File: src/rtl/pipe_stage_hs.sv
// pipe_stage_hs: valid/ready pipeline stage with stall and flush hooks from
// the hazard unit. Define PIPE_STAGE_SKID_EN to build the 2-entry skid
// variant with a registered in_ready. Otherwise the stage holds one entry
// and in_ready is computed combinationally.
module pipe_stage_hs #(
    parameter int unsigned           DATA_W     = 96,
    parameter logic [DATA_W-1:0]     BUBBLE_VAL = '0
) (
    input  logic              clk,
    input  logic              reset,
    input  logic              in_valid,
    output logic              in_ready,
    input  logic [DATA_W-1:0] in_data,
    input  logic              stall,
    input  logic              flush,
    output logic              out_valid,
    input  logic              out_ready,
    output logic [DATA_W-1:0] out_data,
    output logic [1:0]        occupancy
);

    typedef enum logic [1:0] {
        EMPTY = 2'd0,
        ONE   = 2'd1,
        FULL  = 2'd2
    } state_t;

    state_t            state;
    logic              rdy_q;
    logic [DATA_W-1:0] main_q;
`ifdef PIPE_STAGE_SKID_EN
    logic [DATA_W-1:0] skid_q;
`endif
    logic              in_xfer;
    logic              out_xfer;

    // Presentation side: the head entry is offered only when not stalled
    assign occupancy = state;
    assign out_valid = (state != EMPTY) && !stall;
    assign out_data  = out_valid ? main_q : BUBBLE_VAL;

`ifdef PIPE_STAGE_SKID_EN
    // rdy_q tracks "room for another entry"; stall only masks it
    assign in_ready = rdy_q && !stall;
`else
    // rdy_q is low only from reset until the first edge after release
    assign in_ready = rdy_q && !stall && ((state == EMPTY) || out_ready);
`endif

    assign in_xfer  = in_valid && in_ready;
    assign out_xfer = out_valid && out_ready;

    // Occupancy FSM with entry storage and the registered ready flag
    always_ff @(posedge clk or posedge reset) begin
        if (reset) begin
            state  <= EMPTY;
            rdy_q  <= 1'b0;
            main_q <= BUBBLE_VAL;
`ifdef PIPE_STAGE_SKID_EN
            skid_q <= BUBBLE_VAL;
`endif
        end else if (flush) begin
            // Squash everything held plus any same-cycle input
            state <= EMPTY;
            rdy_q <= 1'b1;
        end else if (stall) begin
            // Storage frozen; ready flag just mirrors the held occupancy
            rdy_q <= (state != FULL);
        end else begin
            case (state)
                EMPTY: begin
                    rdy_q <= 1'b1;
                    if (in_xfer) begin
                        state  <= ONE;
                        main_q <= in_data;
                    end
                end
                ONE: begin
                    rdy_q <= 1'b1;
`ifdef PIPE_STAGE_SKID_EN
                    if (in_xfer && out_xfer) begin
                        main_q <= in_data;
                    end else if (in_xfer) begin
                        skid_q <= in_data;
                        state  <= FULL;
                        rdy_q  <= 1'b0;
                    end else if (out_xfer) begin
                        state <= EMPTY;
                    end
`else
                    // An input transfer here always coincides with an output
                    if (out_xfer) begin
                        if (in_xfer) begin
                            main_q <= in_data;
                        end else begin
                            state <= EMPTY;
                        end
                    end
`endif
                end
                FULL: begin
`ifdef PIPE_STAGE_SKID_EN
                    if (out_xfer) begin
                        main_q <= skid_q;
                        state  <= ONE;
                        rdy_q  <= 1'b1;
                    end else begin
                        rdy_q <= 1'b0;
                    end
`else
                    state <= EMPTY;
                    rdy_q <= 1'b1;
`endif
                end
                default: begin
                    state <= EMPTY;
                    rdy_q <= 1'b1;
                end
            endcase
        end
    end

endmodule

File: config.mk
export PLATFORM = sky130hd
export DESIGN_NAME = pipe_stage_hs
export DESIGN_NICKNAME = d
export VERILOG_FILES = /design/src/rtl/pipe_stage_hs.sv
export SDC_FILE = /design/constraint.sdc
export NUM_CORES = 1
export LEC_CHECK = 0
export ABC_AREA = 1
export BUFFER_PORTS_ARGS = -buffer_cell sky130_fd_sc_hd__buf_4
export CAP_MARGIN = 20
export CORE_AREA = 2 2 108 110
export CTS_CLUSTER_SIZE = 24
export DETAILED_ROUTE_END_ITERATION = 10
export DIE_AREA = 0 0 110 112
export PLACE_DENSITY = 0.83
export SYNTH_ARGS = -nofsm -noshare
export SYNTH_HDL_FRONTEND = slang
export SYNTH_SLANG_ARGS = --single-unit
File: constraint.sdc
create_clock -name clk -period 3.1 [get_ports clk]
set_clock_uncertainty 0.05 [all_clocks]
set_input_delay 0.31 -clock clk [delete_from_list [all_inputs] [get_ports clk]]
set_output_delay 0.31 -clock clk [all_outputs]
set_load 0.05 [all_outputs]
==> qor_table.md <==
| Item | This run |
| --- | --- |
| Outcome | finished clean |
| First-pass GRT wire length | 21.52 mm |
| Count of boundary I/O pins | 202 |
| CTS root buf | clkbuf_16 |
| Number of pins exceeding their max-slew limit in the final report | 0 |
| Total Power | 3.661 mW |
| Layout overhead on the synthesized area | 38.31% |
| Logic depth of the worst path, buffers included | 6 |
| Worst path most repeated cell | nor2_1 |
| Dominant combinational cell family by area after synthesis | simple AND/OR/NAND/NOR gates |
| Clock-pin slew on the worst setup and hold paths | 70 ps |
| Post-route ant nets | 0 |
| Grt total ovfl | 0 |
| Clock tree from TritonCTS | yes |
| Relative slew margins | 0.2968 |
| Vias per cell | 4.924 |
| Maximum frequency from static timing analysis | 450.6 MHz |
| Fraction of the cycle the final worst path needs | 0.7159 |
| Worst path slowest cell | dfrtp_1 |
| Dpl ws | 1206 ps |
| Setup-failing EPs final | 0 |
| Arr. time, crit path | 1860 ps |
| Initial Util | 0.4329 |
| Flip-flop and latch count after synthesis | 98 |
| Final worst slack | 880.6 ps |
| Shortest period the worst path allows | 2219 ps |
| Post-cts gate resize count | 0 |
| Detailed-routing iteration count for the pre-antenna-repair pass | 5 |
| GRT Util Overall | 0.2191 |
| Worst-case register-to-register setup slack | 1190 ps |
| Gate count of the mapped netlist | 650 |
| Leakage power | 3.785 nW |
| Total number of H-tree levels | 3 |
| Vertical die dimension | 112 um |
| Peak supply drop | 339.3 uV |
| Nature of the critical path startpoint | flip-flop |
| Avg Synthesized Cell Area | 7.442 um2 |
| Final HPWL from detailed placement | 8.737 mm |
| Share of synthesized area occupied by flip-flops and latches | 0.5070 |
| Via count | 4747 |
| Post-synthesis compound-gate area fraction | 0.002069 |
| Clock Tree Buf Depth | 2 |
| Post-Synthesis Cell Area | 4837 um2 |
| Routed WL per cell | 14.02 um |
| Max stage delay on crit path | 420 ps |
| Crit path max-delay family | buffers and inverters |
| Number of different library cells in the post-synthesis netlist | 17 |
| RR Startpoint | occupancy[0]$_DFFE_PP0P_ |
| Post-synthesis share of cell area spent on full adders, half adders and majority gates | 0 |
| Clock latency of the later-clocked register in the worst-skew pair | 330 ps |
| Via count of the first global-routing pass | 4486 |
| Multiplexer area fraction after synthesis | 0 |
| Endpoint required time on the critical path | 2740 ps |
| Final GP Congestion | 0.8071 |
| Number of warnings issued by yosys | 0 |
| Critical Path Sink Type | output port |
| Rows | 39 |
| Synthesized Nets | 752 |
| Final sum of negative setup slack | 0 ps |
| CTS hold repair buffers | 0 |
| Hold Vio Cnt, Final | 0 |
| Maxcap violations | 0 |
| Class of the most critical hold timing path | primary input to asynchronous set/reset pin |
| Non-filler instance count after layout | 964 |
| Crit Reg-Reg Endpoint | main_q[61]$_DFFE_PP0P_ |
| Worst reg2reg path depth | 6 |
| Number of violations reported at the end of detailed-routing iteration 0 | 263 |
| Total Wirelength | 13.52 mm |
| CTS buffer count | 9 |
| Critical path cell sequence | inv_1 -> nor2_1 -> inv_2 -> buf_12 -> nor2_1 -> buf_4 |
| Power density of the placed cells | 547.3 nW/um2 |
| Pin count of the biggest net entering global routing | 98 |
| Critical path start-end classification | flip-flop to output port |
| Count of clock tree sinks | 98 |
| Count of unresolved DRC violations after routing | 0 |
| Buffers on Ports | 200 |
| Area share of and/or/nand/nor cells after synthesis | 0.3580 |
| Post CTS Setup Buffer Count | 0 |
| Unrepaired setup endpoints after global routing | no |
| Post-Route Hold Slack | 98.58 ps |
| Total Die Area | 12320 um2 |
| Transition at the pin with the smallest max-transition slack | 1055 ps |
| Maximum fanout along the worst path | 78 |
| Width of the die | 110 um |
| Number of buffers and inverters on the critical path | 4 |
| Number of antenna cells inserted | 0 |
| Core Area | 11170 um2 |
| Number of placed instances, taps included | 948 |
| Share of cells above drive strength 1 | 0.2765 |
| # nets final | 918 |
| Post-Synth XOR/XNOR Area | 0 |
| Number of antenna violations at the first check in global routing | 0 |
## layout make-up
| type | count | area (um2) |
|---|---|---|
| well taps | 143 | 178.9 |
| repair buffers | 207 | 1592 |
| flip-flops and latches | 98 | 2452 |
| clock buffers | 11 | 242.7 |
| clock inverters | 5 | 77.57 |
| inverters | 103 | 389.1 |
| multi-input cells | 397 | 1758 |
| fillers | 1044 | 4484 |
## worst max-delay path by stage
stage                     slack (ps)                endpoint                      from
after floorplan                  130            out_data[42]  occupancy[0]$_DFFE_PP0P_
after global placement          1220  main_q[46]$_DFFE_PP0P_                     stall
after detailed placement        1210  main_q[43]$_DFFE_PP0P_                     stall
after CTS                        860            out_data[88]  occupancy[0]$_DFFE_PP0P_
after global routing             700            out_data[52]  occupancy[0]$_DFFE_PP0P_
final                            880            out_data[52]  occupancy[0]$_DFFE_PP0P_
## layer usage
| metal | vias to the layer above | global-route usage | part of all wire |
|---|---|---|---|
| met2 | 167 | 0.3546 | 0.51 |
| met1 | 2212 | 0.2860 | 0.41 |
| met4 | 0 | 0.1038 | 0.031 |
| li1 | 2338 | - | - |
| met5 | - | 0 | 0 |
| met3 | 30 | 0.03162 | 0.055 |
## cells in the final DEF, fill, tap and decap left out, types with 2 or more instances in the layout
| master | netlist | layout |
|---|---|---|
| buf_4 | 2 | 204 |
| nand2_1 | 195 | 195 |
| nand4_1 | 96 | 96 |
| inv_2 | 2 | 2 |
| dfrtp_1 | 98 | 98 |
| clkinv_2 | 0 | 2 |
| clkbuf_16 | 0 | 9 |
| nor2_1 | 100 | 100 |
| buf_12 | 0 | 3 |
| bufinv_16 | 0 | 2 |
| inv_1 | 100 | 99 |
| conb_1 | 2 | 2 |
## where the power goes
part,internal [mW],total (mW),switching (mW)
logic,0.300,0.802,0.502
clock network,0.726,1.18,0.456
registers,1.53,1.68,0.143
total,2.56,3.66,1.10
## state kept, by name, indices dropped and copies added, names as in the netlist
| signal | cells |
|---|---|
| occupancy | 1 |
| main_q | 96 |
| rdy_q | 1 |
## cells in the mapped netlist (all sizes together)
master / instances / area, um2
nand2: 195 / 732.0
inv: 102 / 382.9
nor2: 101 / 386.6
dfrtp: 98 / 2452
nand4: 97 / 613.1
buf: 34 / 181.4
clkbuf: 18 / 67.56
conb: 2 / 7.510
a21oi: 1 / 5.000
clkinv: 1 / 3.750
o21ai: 1 / 5.000
## per-stage QoR
stage	utilization	area (um2)
global placement	0.5700	6370
finish	0.5987	6690
floorplan	-	4837
detailed placement	0.5700	6370
CTS	0.5987	6690
global route	0.5987	6690
## cell families after synthesis
kind of cell	count (synthesis)
AO/OA/AOI/OAI	2
AND/OR/NAND/NOR	393
flip-flops	98
other	2
buffers and inverters	155
Power figures use the tool's default switching activity.
